==> src/rtl/wisc_pkg.sv <==
// Shared WISC definitions: ALU opcodes, flag bit positions, branch condition
// codes and the flag/branch unit state encoding.
package wisc_pkg;

   localparam logic [2:0] ALU_ADD    = 3'd0;
   localparam logic [2:0] ALU_SUB    = 3'd1;
   localparam logic [2:0] ALU_XOR    = 3'd2;
   localparam logic [2:0] ALU_RED    = 3'd3;
   localparam logic [2:0] ALU_PADDSB = 3'd4;
   localparam logic [2:0] ALU_SRA    = 3'd5;
   localparam logic [2:0] ALU_ROR    = 3'd6;
   localparam logic [2:0] ALU_SLL    = 3'd7;

   localparam int FLAG_Z = 2;
   localparam int FLAG_V = 1;
   localparam int FLAG_N = 0;

   typedef enum logic [2:0] {
      BR_NEQ    = 3'b000,
      BR_EQ     = 3'b001,
      BR_GT     = 3'b010,
      BR_LT     = 3'b011,
      BR_GTE    = 3'b100,
      BR_LTE    = 3'b101,
      BR_OVFL   = 3'b110,
      BR_UNCOND = 3'b111
   } br_cond_t;

   typedef enum logic [1:0] {
      FBU_IDLE       = 2'd0,
      FBU_WAIT_FLAGS = 2'd1,
      FBU_RESOLVE    = 2'd2
   } fbu_state_t;

   // Shifts (5-7) never touch the flags; everything below them does.
   function automatic logic is_flag_op(input logic [2:0] op);
      return op <= ALU_PADDSB;
   endfunction

endpackage

==> src/rtl/flag_branch_unit_if.sv <==
// Bundle between ALU writeback / decode (master side) and the flag branch unit
// (slave side), plus the unit's debug view of its FSM and outstanding counter.
interface flag_branch_unit_if #(
   parameter int PC_W = 16
);
   import wisc_pkg::*;

   logic            alu_issue;
   logic            alu_done;
   logic [2:0]      alu_op;
   logic [2:0]      alu_flags;
   logic            issue_stall;

   // br_valid/br_ready: a request transfers at a rising edge where both are high;
   // res_valid is a one-cycle strobe with no back-pressure.
   logic            br_valid;
   logic            br_ready;
   logic [2:0]      br_cond;
   logic [PC_W-1:0] br_target;
   logic [PC_W-1:0] pc_plus1;
   logic            flush;
   logic            res_valid;
   logic            res_taken;
   logic [PC_W-1:0] res_pc;
   logic [2:0]      flags_q;

   fbu_state_t      dbg_state;
   logic [1:0]      dbg_cnt;

   modport slave (
      input  alu_issue, alu_done, alu_op, alu_flags,
      input  br_valid, br_cond, br_target, pc_plus1, flush,
      output issue_stall, br_ready, res_valid, res_taken, res_pc, flags_q,
      output dbg_state, dbg_cnt
   );

   modport master (
      output alu_issue, alu_done, alu_op, alu_flags,
      output br_valid, br_cond, br_target, pc_plus1, flush,
      input  issue_stall, br_ready, res_valid, res_taken, res_pc, flags_q,
      input  dbg_state, dbg_cnt
   );

endinterface

==> src/rtl/branch_cond_eval.sv <==
// Combinational branch condition evaluator over the [Z,V,N] flags.
module branch_cond_eval
   import wisc_pkg::*;
(
   input  logic [2:0] cond,
   input  logic [2:0] flags,
   output logic       taken
);

   logic z, v, n;

   assign z = flags[FLAG_Z];
   assign v = flags[FLAG_V];
   assign n = flags[FLAG_N];

   always_comb begin
      taken = 1'b0;
      case (br_cond_t'(cond))
         BR_NEQ:    taken = !z;
         BR_EQ:     taken = z;
         BR_GT:     taken = !z && !n;
         BR_LT:     taken = n;
         BR_GTE:    taken = z || !n;
         BR_LTE:    taken = n || z;
         BR_OVFL:   taken = v;
         BR_UNCOND: taken = 1'b1;
         default:   taken = 1'b0;
      endcase
   end

endmodule

==> src/rtl/flag_branch_unit.sv <==
// Architectural flag register, in-flight flag-op counter and branch resolver
// that waits until no flag-setting op is outstanding before picking the next PC.
module flag_branch_unit
   import wisc_pkg::*;
#(
   parameter int PC_W    = 16,
   parameter int MAX_OUT = 3
) (
   input  logic                  clk,
   input  logic                  rst_n,
   flag_branch_unit_if.slave     bus
);

   localparam logic [1:0] CNT_MAX = 2'(MAX_OUT);

   fbu_state_t      state_q, state_d;
   logic [1:0]      cnt_q, cnt_d;
   logic [2:0]      flag_q, flag_d;
   logic [2:0]      cond_q, cond_d;
   logic [PC_W-1:0] target_q, target_d;
   logic [PC_W-1:0] pc1_q, pc1_d;
   logic            res_taken_q, res_taken_d;
   logic [PC_W-1:0] res_pc_q, res_pc_d;

   logic            flag_wr, dec, enter_resolve, eval_taken;
   logic [2:0]      eval_cond;
   logic [PC_W-1:0] eval_target, eval_pc1;

   // A done with nothing outstanding is spurious, so it cannot cancel an issue.
   always_comb begin
      flag_wr = bus.alu_done && is_flag_op(bus.alu_op);
      flag_d  = flag_wr ? bus.alu_flags : flag_q;
      dec     = flag_wr && (cnt_q != 2'd0);
      cnt_d   = cnt_q;
      if (bus.alu_issue && dec)
         cnt_d = cnt_q;
      else if (bus.alu_issue && (cnt_q != CNT_MAX))
         cnt_d = cnt_q + 2'd1;
      else if (dec)
         cnt_d = cnt_q - 2'd1;
   end

   always_comb begin
      state_d  = state_q;
      cond_d   = cond_q;
      target_d = target_q;
      pc1_d    = pc1_q;
      case (state_q)
         FBU_IDLE: begin
            if (bus.br_valid) begin
               cond_d   = bus.br_cond;
               target_d = bus.br_target;
               pc1_d    = bus.pc_plus1;
               state_d  = (cnt_d == 2'd0) ? FBU_RESOLVE : FBU_WAIT_FLAGS;
            end
         end
         FBU_WAIT_FLAGS: if (cnt_d == 2'd0) state_d = FBU_RESOLVE;
         FBU_RESOLVE:    state_d = FBU_IDLE;
         default:        state_d = FBU_IDLE;
      endcase
      if (bus.flush) state_d = FBU_IDLE;
   end

   // In IDLE the request has not been captured yet, so evaluate straight from the bus.
   assign eval_cond   = (state_q == FBU_IDLE) ? bus.br_cond   : cond_q;
   assign eval_target = (state_q == FBU_IDLE) ? bus.br_target : target_q;
   assign eval_pc1    = (state_q == FBU_IDLE) ? bus.pc_plus1  : pc1_q;

   branch_cond_eval u_eval (
      .cond  (eval_cond),
      .flags (flag_d),
      .taken (eval_taken)
   );

   always_comb begin
      enter_resolve = (state_d == FBU_RESOLVE) && (state_q != FBU_RESOLVE);
      res_taken_d   = res_taken_q;
      res_pc_d      = res_pc_q;
      if (enter_resolve) begin
         res_taken_d = eval_taken;
         res_pc_d    = eval_taken ? eval_target : eval_pc1;
      end
   end

   always_ff @(posedge clk) begin
      if (!rst_n) begin
         state_q     <= FBU_IDLE;
         cnt_q       <= 2'd0;
         flag_q      <= 3'b000;
         cond_q      <= 3'b000;
         target_q    <= '0;
         pc1_q       <= '0;
         res_taken_q <= 1'b0;
         res_pc_q    <= '0;
      end else begin
         state_q     <= state_d;
         cnt_q       <= cnt_d;
         flag_q      <= flag_d;
         cond_q      <= cond_d;
         target_q    <= target_d;
         pc1_q       <= pc1_d;
         res_taken_q <= res_taken_d;
         res_pc_q    <= res_pc_d;
      end
   end

   assign bus.issue_stall = (cnt_q == CNT_MAX);
   assign bus.br_ready    = (state_q == FBU_IDLE);
   assign bus.res_valid   = (state_q == FBU_RESOLVE) && !bus.flush;
   assign bus.res_taken   = res_taken_q;
   assign bus.res_pc      = res_pc_q;
   assign bus.flags_q     = flag_q;
   assign bus.dbg_state   = state_q;
   assign bus.dbg_cnt     = cnt_q;

endmodule

==> src/flat_wrapper.sv <==
// flat-port wrapper written by rule: the top's interface ports become plain ports
module flag_branch_unit_flat import wisc_pkg::*;
#(
   parameter int PC_W    = 16,
   parameter int MAX_OUT = 3
)
  (clk, rst_n, bus_alu_issue, bus_alu_done, bus_alu_op, bus_alu_flags, bus_br_valid, bus_br_cond, bus_br_target, bus_pc_plus1, bus_flush, bus_issue_stall, bus_br_ready, bus_res_valid, bus_res_taken, bus_res_pc, bus_flags_q, bus_dbg_state, bus_dbg_cnt);
  flag_branch_unit_if #(.PC_W(PC_W)) bus_i ();
  input  logic clk;
  input  logic rst_n;
  input wire logic [$bits(bus_i.alu_issue)-1:0] bus_alu_issue;
  input wire logic [$bits(bus_i.alu_done)-1:0] bus_alu_done;
  input wire logic [$bits(bus_i.alu_op)-1:0] bus_alu_op;
  input wire logic [$bits(bus_i.alu_flags)-1:0] bus_alu_flags;
  input wire logic [$bits(bus_i.br_valid)-1:0] bus_br_valid;
  input wire logic [$bits(bus_i.br_cond)-1:0] bus_br_cond;
  input wire logic [$bits(bus_i.br_target)-1:0] bus_br_target;
  input wire logic [$bits(bus_i.pc_plus1)-1:0] bus_pc_plus1;
  input wire logic [$bits(bus_i.flush)-1:0] bus_flush;
  output wire logic [$bits(bus_i.issue_stall)-1:0] bus_issue_stall;
  output wire logic [$bits(bus_i.br_ready)-1:0] bus_br_ready;
  output wire logic [$bits(bus_i.res_valid)-1:0] bus_res_valid;
  output wire logic [$bits(bus_i.res_taken)-1:0] bus_res_taken;
  output wire logic [$bits(bus_i.res_pc)-1:0] bus_res_pc;
  output wire logic [$bits(bus_i.flags_q)-1:0] bus_flags_q;
  output wire logic [$bits(bus_i.dbg_state)-1:0] bus_dbg_state;
  output wire logic [$bits(bus_i.dbg_cnt)-1:0] bus_dbg_cnt;
  assign bus_i.alu_issue = bus_alu_issue;
  assign bus_i.alu_done = bus_alu_done;
  assign bus_i.alu_op = bus_alu_op;
  assign bus_i.alu_flags = bus_alu_flags;
  assign bus_i.br_valid = bus_br_valid;
  assign bus_i.br_cond = bus_br_cond;
  assign bus_i.br_target = bus_br_target;
  assign bus_i.pc_plus1 = bus_pc_plus1;
  assign bus_i.flush = bus_flush;
  assign bus_issue_stall = bus_i.issue_stall;
  assign bus_br_ready = bus_i.br_ready;
  assign bus_res_valid = bus_i.res_valid;
  assign bus_res_taken = bus_i.res_taken;
  assign bus_res_pc = bus_i.res_pc;
  assign bus_flags_q = bus_i.flags_q;
  assign bus_dbg_state = bus_i.dbg_state;
  assign bus_dbg_cnt = bus_i.dbg_cnt;
  flag_branch_unit #(.PC_W(PC_W), .MAX_OUT(MAX_OUT)) u_core (.clk(clk), .rst_n(rst_n), .bus(bus_i));
endmodule
==> config.mk <==
export PLATFORM = sky130hd
export DESIGN_NAME = flag_branch_unit_flat
export DESIGN_NICKNAME = d
export VERILOG_FILES = /design/src/rtl/wisc_pkg.sv /design/src/rtl/flag_branch_unit_if.sv /design/src/rtl/branch_cond_eval.sv /design/src/rtl/flag_branch_unit.sv /design/src/flat_wrapper.sv
export SDC_FILE = /design/constraint.sdc
export NUM_CORES = 1
export LEC_CHECK = 0
export ABC_AREA = 1
export CAP_MARGIN = 20
export CORE_ASPECT_RATIO = 2
export CORE_UTILIZATION = 54
export DETAILED_ROUTE_END_ITERATION = 10
export PLACE_DENSITY = 0.86
export SYNTH_ARGS = -nofsm -noshare
export SYNTH_HDL_FRONTEND = slang
export SYNTH_SLANG_ARGS = --single-unit
==> constraint.sdc <==
create_clock -name clk -period 5.7 [get_ports clk]
set_clock_uncertainty 0.2 [all_clocks]
set_input_delay 0.57 -clock clk [delete_from_list [all_inputs] [get_ports clk]]
set_output_delay 0.57 -clock clk [all_outputs]
set_load 0.01 [all_outputs]
## After elaboration in Yosys (flattened, before gate mapping)

Index checks and enable logic that the tools add are counted.

| word-level totals | value |
|---|---|
| register bits | 59 |
| bits of input ports | 47 |
| word-level logic and storage cells | 55 |

| operators by class | value |
|---|---|
| equality and inequality tests | 13 |
| muxes and demuxes | 14 |
| reductions and logical operators | 17 |
| order comparisons | 1 |
| $add $sub $neg | 2 |

Operators with widths:

| cell | count |
|---|---|
| 2-to-1 mux 16 bit | 3 |
| 2-to-1 mux 2 bit | 7 |
| equality test 3 bit, second input constant | 4 |
| one-hot mux 1 bit (8 select lines) | 1 |
| logical AND 1 bit | 7 |
| equality test 2 bit, second input constant | 3 |
| equality test 3 x 2 -> 1 bit, second input constant | 2 |
| 2-to-1 mux 3 bit | 2 |
| logical NOT 2 bit | 2 |
| inequality test 2 bit, second input constant | 2 |
| one-hot mux 2 bit (2 select lines) | 1 |
| equality test 3 x 1 -> 1 bit, second input constant | 1 |
| <= comparator 3 bit, second input constant | 1 |
| logical NOT 1 bit | 3 |
| logical NOT 3 bit | 1 |
| adder 2 x 1 -> 2 bit, second input constant | 1 |
| equality test 2 x 1 -> 1 bit, second input constant | 1 |
| logical OR 1 bit | 2 |
| AND reduction 2 bit | 1 |
| nonzero test 2 bit | 1 |
| subtractor 2 x 1 -> 2 bit, second input constant | 1 |

## Depth between registers and ports, before layout

Gate-level depths: netlist (run 1).

| depth | value |
|---|---|
| word-level depth | 13 |
| mapped depth | 15 |
| gate-level depth less buffers | 14 |

## Hierarchy

From an unflattened synthesis (run 1), not the netlist that was laid out.

| second synthesis, totals | value |
|---|---|
| cell total of the unflattened synthesis | 428 |
| area, all modules | 2890.3 µm² |

Modules (own cells, without submodules):

| module | area an instance (µm²) | instances | sequential area each (µm²) | cells an instance |
|---|---|---|---|---|
| flag_branch_unit | 2819.0 | 1 | 1181.1 | 413 |
| branch_cond_eval | 71.3 | 1 | 0.0 | 15 |

## Worst setup path after synthesis (run 1)

Ideal clock, no wire load.

| path | value |
|---|---|
| kind | in2reg |
| start point | input bus_alu_op[1] |
| end point | register u_core.res_pc_q[14] (netlist: u_core.bus.res_pc[14]) |
| stages on the path | 13 |
| setup slack | 3.639 ns |
| arrival | 1.752 ns |
| cell sequence | o21ai_4 -> nand2_1 -> nand2_1 -> nand2_1 -> nor2_2 -> nand2_1 -> nand3_4 -> nand2_4 -> buf_12 -> nand2_1 -> nand3_1 -> nand2_1 -> inv_1 |

| on the way | value |
|---|---|
| cells in the longest elaborated chain, start to end | 13 |
| elaborated cells between the ends (all ways) | 23 |
| classes of those cells | order compare (1); eq/ne (1); mux (11); reduce/logical (10) |

Ends and longest elaborated chain:

| item | RTL line | RTL |
|---|---|---|
| start, declared | flat_wrapper.sv:13 | `input wire logic [$bits(bus_i.alu_op)-1:0] bus_alu_op;` |
| <= comparator 3 bit (*) | wisc_pkg.sv:37 | `return op <= ALU_PADDSB;` |
| logical AND 1 bit (*) | flag_branch_unit.sv:31 | `flag_wr = bus.alu_done && is_flag_op(bus.alu_op);` |
| logical AND 1 bit | flag_branch_unit.sv:33 | `dec = flag_wr && (cnt_q != 2'd0);` |
| 2-to-1 mux 2 bit | flag_branch_unit.sv:39 | `else if (dec)` |
| 2-to-1 mux 2 bit | flag_branch_unit.sv:37 | `else if (bus.alu_issue && (cnt_q != CNT_MAX))` |
| 2-to-1 mux 2 bit | flag_branch_unit.sv:35 | `if (bus.alu_issue && dec)` |
| logical NOT 2 bit | flag_branch_unit.sv:54, flag_branch_unit.sv:57 |  |
| 2-to-1 mux 2 bit | flag_branch_unit.sv:54 | `state_d = (cnt_d == 2'd0) ? FBU_RESOLVE : FBU_WAIT_FLAGS;` |
| 2-to-1 mux 2 bit | flag_branch_unit.sv:50 | `if (bus.br_valid) begin` |
| one-hot mux 2 bit (2 select lines) | flag_branch_unit.sv:48 | `case (state_q)` |
| 2-to-1 mux 2 bit | flag_branch_unit.sv:61 | `if (bus.flush) state_d = FBU_IDLE;` |
| equality test 2 bit | flag_branch_unit.sv:76 | `enter_resolve = (state_d == FBU_RESOLVE) && (state_q != FBU_RESOLVE);` |
| logical AND 1 bit | flag_branch_unit.sv:76 |  |
| end signal, assigned | flag_branch_unit.sv:103 | `res_pc_q <= res_pc_d;` |
| end, declared | flag_branch_unit.sv:23 | `logic [PC_W-1:0] res_pc_q, res_pc_d;` |

Every way passes the cells marked *; elsewhere a longest branch is shown, timed or not.
A chain may end at the register's enable or synchronous reset.

## Worst setup path in the final report (run 1)

| path | value |
|---|---|
| start point | register u_core.state_q[0] (netlist: u_core.bus.dbg_state[0]) |
| end point | register u_core.res_pc_q[5] (netlist: u_core.bus.res_pc[5]) |

| on the way | value |
|---|---|
| cells in the longest elaborated chain, start to end | 5 |
| elaborated cells between the ends (all ways) | 22 |
| classes of those cells | eq/ne (10); mux (9); reduce/logical (3) |

Ends and longest elaborated chain:

| item | RTL line | RTL |
|---|---|---|
| start, declared | flag_branch_unit.sv:16 | `fbu_state_t state_q, state_d;` |
| start signal, assigned | flag_branch_unit.sv:96 | `state_q <= state_d;` |
| logical NOT 2 bit (tied with other cells) | - |  |
| 2-to-1 mux 3 bit or one-hot mux 2 bit (2 select lines) (tied branches) | flag_branch_unit.sv:65, flag_branch_unit.sv:48 |  |
| equality test 3 bit (tied with other cells) | branch_cond_eval.sv:18 | `case (br_cond_t'(cond))` |
| one-hot mux 1 bit (8 select lines) or equality test 2 bit (tied branches) | branch_cond_eval.sv:18, flag_branch_unit.sv:76 |  |
| 2-to-1 mux 16 bit or logical AND 1 bit (tied branches) | flag_branch_unit.sv:81, flag_branch_unit.sv:76 |  |

Several ways; a longest one is shown, not always the timed one.

==> results of run 1 <==
power breakdown:
group | total [uW] | leakage [uW] | internal [uW] | switching [uW]
sequential | 475 | 0.000486 | 455 | 20.0
clock | 302 | 0.0000706 | 154 | 148
combinational | 337 | 0.00119 | 137 | 200
total | 1110 | 0.00175 | 746 | 369
sequential cells by signal (all words and copies together) (netlist names):
register and cells:
u_core.bus.dbg_cnt 2, u_core.bus.dbg_state 2, u_core.bus.flags_q 3, u_core.bus.res_pc 16, u_core.bus.res_taken 1, u_core.cond_q 3, u_core.pc1_q 16, u_core.target_q 16
Yosys cell counts, types with 2 or more instances:
master,instances,area [um2]
a211oi_1,15,113
inv_2,3,11.3
clkinv_1,2,7.51
nand2_4,2,22.5
nand2_1,117,439
nor2_2,2,12.5
a21oi_1,37,185
nand3_4,2,35.0
nor2_1,28,105
buf_6,2,22.5
buf_12,2,40.0
clkbuf_8,3,41.3
ha_1,2,25.0
nand3_1,40,200
nor3_1,2,10.0
clkbuf_1,13,48.8
dfxtp_1,59,1180
o21ai_0,40,200
inv_1,74,278
nand2_2,7,43.8
worst reg2reg max path: cells and delay by family, from the launching register on:
family                 cells  cell delay, ns
AOI/OAI and AO/OA          1            0.13
buffers and inverters      2            0.47
and+or+nand+nor            9            1.59
DFF                        1            0.37
layer usage:
metal	part of all wire [%]	track usage (%)	up-vias
met5	0	0	-
met4	3.7	16.3	0
met3	4.9	6.12	22
met2	53	48.4	100
met1	38	27.4	1406
li1	-	-	1587
cell families after synthesis:
kind of cell / count (synthesis) / synth area share, %
simple gates: 204 / 29.0
buf+inv: 102 / 15.0
compound gates: 95 / 17.1
flops: 59 / 37.9
fa+ha+maj: 2 / 0.803
xor+xnor: 1 / 0.281
layout make-up:
class	count	area share, %
Multi-Input combinational cell	302	37.5
Tap cell	60	1.92
Inverter	79	7.57
Clock buffer	14	3.64
Sequential cell	59	30.2
Timing Repair Buffer	76	19.2
metrics by stage:
stage	setup WS (ns)	instances	power [uW]	area, um2
finish	2.87	590	1110	3920
global route	2.59	590	1180	3920
CTS	2.90	590	1120	3920
detailed placement	2.68	576	818	3770
global placement	2.70	576	808	3770
floorplan	3.64	463	713	3120
worst max path at each step:
| stage | cells past startpoint | end | from |
|---|---|---|---|
| floorplan | 13 | u_core.bus.res_pc[14] | bus_alu_op[1] |
| global placement | 4 | u_core.target_q[6] | rst_n |
| detailed placement | 4 | u_core.target_q[4] | rst_n |
| CTS | 12 | u_core.bus.res_pc[5] | u_core.bus.dbg_state[0] |
| global route | 13 | u_core.bus.res_pc[4] | u_core.bus.dbg_state[0] |
| finish | 12 | u_core.bus.res_pc[5] | u_core.bus.dbg_state[0] |
==> summary.txt, run 1 <==
Logic synthesis
  – FF+latch count, synth: 59
  – Cell Area, Synth: 3120 um2
  – YS warnings: 0
  – Syn Inst Count: 463
  – Register area share after synthesis: 37.9%
  – Post-synth EDFFs: 0
  – Syn_nets: 512
  – Async SR Flop Fraction: 0%
  – Dominant synthesized flop cell: dfxtp_1
  – Distinct cells, synth: 31
  – Avg Inst Size Synth: 6.73 um2

Worst setup path
  – FF-to-FF End: u_core.bus.res_pc[5]
  – Setup crit end kind: flop
  – Number of buffers and inverters on the critical path: 2
  – Worst reg2reg startpoint: u_core.bus.dbg_state[0]
  – Worst path most repeated cell: nand2_1
  – Crit-path max FO: 40
  – Crit-path leading delay family: simple AND/OR/NAND/NOR gates
  – Cell Chain, Critical Path: nor2_4, buf_4, nand2_1, o21ai_0, nand2_1, nand2_1, nand3_2, nand2_4, nand2_1, nand3_1, nand2_1, inv_1
  – WS Path Type: reg -> reg
  – Reg-to-reg slack, setup: 2.87 ns
  – Worst EP required: 5.79 ns
  – Critical path's slowest cell: buf_4
  – R2R cell count: 12
  – Max incr delay on CP: 0.43 ns
  – Crit path launch type: flop
  – WP data arrival: 2.92 ns

Timing
  – Tmin final: 2.83 ns
  – Post-route clock period utilization: 49.7%
  – Final number of setup-violating endpoints: 0
  – Slew margin rel.: 57.4%
  – F_max: 0.353 GHz
  – Hold Slack: 0.245 ns
  – RSZ-0062 raised after global routing: false
  – Final Hold Viols: 0
  – Setup TNS: 0 ns
  – Slew @ Worst Pin: 0.635 ns
  – Pins Over Slew Limit: 0

Die
  – IO Pins: 74
  – Die ar.: 6100 um2
  – Die width: 55.7 um
  – CORE AREA: 5470 um2
  – Site row count: 38
  – Die Height: 109 um
  – Initial Util: 57.0%

Job
  – Maxcap violations: 0

Global route
  – Largest net degree at the start of global routing: 63
  – Gr usage total: 26.7%
  – Vias in the first global route: 2921
  – Global-route wire length before repair: 12600 um
  – Total congestion overflow: 0
  – Initial antenna violation count: 0

Clock network
  – Post CTS Setup Buffer Count: 0
  – Clock-pin slew on the worst setup and hold paths: 0.06 ns
  – TritonCTS buffer count: 9
  – Clock buffer depth: 2
  – CTS tree: done
  – CTS sink count: 59
  – PostCTS Resize Cnt: 0
  – Worst-Skew Late Latency: 0.34 ns
  – Post-CTS Hold Fix Bufs: 0
  – CTS root buf: clkbuf_8
  – H-tree Lvls: 3

Route
  – Via count: 3115
  – Final wirelength: 7630 um
  – # DRC: 0
  – Via density: 5.28
  – Drt first pass iters: 4
  – Final ANT Viol Nets: 0
  – Drt first-iter violations: 138
  – WL/cell: 12.9 um

Finish
  – Area growth from synthesis to layout: 25.7%
  – Multi-input gate area: 1470 um2
  – Antenna diodes: 0
  – Fin nets: 576
  – Fillers: 460
  – Register area: 1180 um2
  – Core Util, Final: 71.6%
  – Layout cells sized above 1: 6.23%
  – Most common cell after layout, fill and taps aside: nand2_1
  – Most frequent cells in the layout: 117 x nand2_1, 74 x inv_1, 73 x clkdlybuf4s50_1, 59 x dfxtp_1

Min path
  – Min-delay src: u_core.pc1_q[6]
  – Worst Hold End: u_core.pc1_q[6]
  – Hold path depth: 2
  – Worst Hold Class: reg -> reg

Power
  – Maximum vdd drop: 0.258 mV
  – Leak pwr: 0.00175 uW
  – PD cells: 285 nW/um2

Status
  – Status: finished clean

Placement
  – Final Wtd Congestion: 0.856
  – IO buf count: 73
  – Detailed placement HPWL: 5370 um
(Power assumes the default switching activity.)
==> inputs of run 2 (changes only) <==
Settings changed: CORE_UTILIZATION 54 to 45, PLACE_DENSITY 0.86 to 0.76.
Clock period 5.7 ns to 2.4 ns, I/O delays scaled along.
==> run 2 against run 1 <==
  * Via count is essentially flat
  * Worst setup slack worse by 2.6 ns
  * Clock-buffer cell count fell by 1
  * Wire length rose by 3.5%
  * Final area rose by 5.7%
  * Critical path depth fell by 9
  * Global-route usage is 2.5 points lower
  * Sequential power increased by 140%
  * Register-to-register slack worse by 2.6 ns
  * First-iteration DRC count shrank 17%
  * Critical endpoint is now bus_br_ready
  * Largest cell class unchanged
==> summary.txt, run 2 (synthesis results as in run 1) <==
Route
  – WL/cell: 12.6 um (-2.4%)
  – Via count: 3114 (-0.032%)
  – Via density: 4.97 (-5.8%)
  – Final wirelength: 7900 um (+3.5%)
  – Drt first-iter violations: 114 (-17%)
  – # DRC: 0 (unchanged)
  – Final ANT Viol Nets: 0 (unchanged)
  – Drt first pass iters: 5 (+1)

Power
  – Flop pwr share: 36.2% (-6.4 points)
  – Internal power: 2200 uW (+190%)
  – Maximum vdd drop: 0.486 mV (+88%)
  – Sw frac: 29.9% (-3.2 points)
  – Tot Pwr: 3140 uW (+180%)
  – Switching power: 939 uW (+150%)
  – Combinational fraction of design power: 26.2% (-4.1 points)
  – PD cells: 758 nW/um2 (+170%)
  – Clk pwr share: 37.7% (+11 points)
  – Leak pwr: 0.00185 uW (+5.8%)

Worst setup path
  – Crit path launch type: flop
  – Crit-path max FO: 26 (-35%)
  – FF-to-FF End: u_core.bus.res_pc[5]
  – End of the critical path: bus_br_ready
  – Critical path depth in cells: 3 (-9)
  – Worst reg2reg startpoint: u_core.bus.dbg_cnt[0]
  – WS Path Type: reg -> out
  – Setup crit end kind: output pin
  – WP data arrival: 1.71 ns (-1.21 ns)
  – R2R cell count: 12 (unchanged)
  – Critical path's slowest cell: clkdlybuf4s50_1
  – Crit-path leading delay family: buffers and inverters
  – Critical Path Source: u_core.bus.dbg_state[0]
  – Max incr delay on CP: 0.59 ns (+0.16 ns)
  – Cell Chain, Critical Path: nor2_4, buf_4, clkdlybuf4s50_1
  – Worst EP required: 1.96 ns (-3.83 ns)
  – Number of buffers and inverters on the critical path: 2 (unchanged)
  – Reg-to-reg slack, setup: 0.29 ns (-2.58 ns)

Job
  – Maxcap violations: 0 (unchanged)

Timing
  – F_max: 0.465 GHz
  – Final Hold Viols: 0 (unchanged)
  – Tmin final: 2.15 ns
  – Slew margin rel.: 62.0% (+4.6 points)
  – Setup TNS: 0 ns (unchanged)
  – Post-route clock period utilization: 89.6%
  – Slew @ Worst Pin: 0.570 ns (-0.0645 ns)
  – Final number of setup-violating endpoints: 0 (unchanged)
  – RSZ-0062 raised after global routing: false
  – Pins Over Slew Limit: 0 (unchanged)

Die
  – Site row count: 42 (+11%)
  – Initial Util: 46.7% (-10 points)
  – Die Height: 120 um (+9.4%)
  – Die ar.: 7280 um2 (+19%)
  – CORE AREA: 6670 um2 (+22%)
  – IO Pins: 74 (unchanged)
  – Die width: 60.8 um (+9.2%)

Finish
  – Most frequent cells in the layout: 117 x nand2_1, 74 x inv_1, 73 x clkdlybuf4s50_1, 59 x dfxtp_1, 40 x nand3_1
  – Fin nets: 583 (+1.2%)
  – Layout cells sized above 1: 8.36% (+2.1 points)
  – Fillers: 633 (+38%)
  – Antenna diodes: 0 (unchanged)
  – Most common cell after layout, fill and taps aside: nand2_1
  – Area growth from synthesis to layout: 32.9%

Global route
  – Vias in the first global route: 2986 (+2.2%)
  – Global-route wire length before repair: 13000 um (+3.2%)
  – Initial antenna violation count: 0 (unchanged)
  – Total congestion overflow: 0 (unchanged)
  – Gr usage total: 24.1% (-2.5 points)
  – Largest net degree at the start of global routing: 63 (unchanged)

Status
  – Status: finished clean

Clock network
  – Clock-pin slew on the worst setup and hold paths: 0.05 ns (about the same)
  – Worst-Skew Late Latency: 0.32 ns (-0.02 ns)
  – CTS root buf: clkbuf_16
  – H-tree Lvls: 3 (unchanged)
  – Clock buffer depth: 2 (unchanged)
  – Post-CTS Hold Fix Bufs: 0 (unchanged)
  – TritonCTS buffer count: 9 (unchanged)
  – CTS tree: done
  – CTS sink count: 59 (unchanged)

Min path
  – Worst Hold Class: reg -> reg

Placement
  – IO buf count: 73 (unchanged)
  – Detailed placement HPWL: 5670 um (+5.7%)
  – Final Wtd Congestion: 0.840 (-1.8%)
## run 2: per-layer routing
metal	routed length (um)	vias to the layer above	part of all wire (%)	GRT usage (%)
met2	4130	85	52	41.4
met5	0	-	0	0
met3	350	35	4.4	5.60
met4	476	0	6.0	15.8
met1	2940	1397	37	24.7
li1	-	1597	-	-
## run 2: through the flow
stage / util, % / instance area, um2 / std cells / worst slack (ns) / hold WS, ns
2_1_floorplan: - / 3120 / 463 / 0.442 / 0.175
3_3_place_gp: 57.8 / 3850 / 610 / 0.0653 / 0.232
3_5_place_dp: 57.8 / 3850 / 610 / 0.0388 / 0.241
4_1_cts: 62.1 / 4140 / 626 / 0.248 / 0.248
5_1_grt: 62.1 / 4140 / 626 / 0.0589 / 0.260
6_report: 62.1 / 4140 / 626 / 0.250 / 0.243
## run 2: timing repair
action,4_1_cts,5_1_grt
pin swaps,1,0
setup buffers,1,0
endpoints found under the setup margin,1,2
resized for setup,0,1
## run 2: power by group through the flow
stage / clock network (uW) / logic [uW] / registers [uW]
2_1_floorplan: 0 / 533 / 1160
3_3_place_gp: 0 / 800 / 1150
3_5_place_dp: 0 / 814 / 1150
4_1_cts: 1200 / 825 / 1130
5_1_grt: 1240 / 920 / 1140
6_report: 1180 / 821 / 1140
## run 2: tightest hold or removal path: stages (launching register included)
cell and delay [ns]:
dfxtp_1 0.29, inv_1 0.05, a21oi_1 0.05
## run 2: final cells by class
type                       instances  area, um2  share of cell area (%)
sequential                        59       1180                    28.5
timing repair buffer              83        806                    19.5
clock inverter                     2       10.0                   0.242
inverter                          79        297                    7.16
clock buffer                      13        270                    6.52
multi-input combinational        302       1470                    35.5
tap                               88        110                    2.66
## run 2: worst min path at each step
stage | depth (start not counted) | endpoint | startpoint | slack [ns]
2_1_floorplan | 2 | u_core.cond_q[0] | bus_br_cond[0] | 0.17
3_3_place_gp | 2 | u_core.pc1_q[3] | u_core.pc1_q[3] | 0.23
3_5_place_dp | 2 | u_core.pc1_q[3] | u_core.pc1_q[3] | 0.24
4_1_cts | 2 | u_core.pc1_q[1] | u_core.pc1_q[1] | 0.25
5_1_grt | 2 | u_core.pc1_q[1] | u_core.pc1_q[1] | 0.26
6_report | 2 | u_core.pc1_q[3] | u_core.pc1_q[3] | 0.24
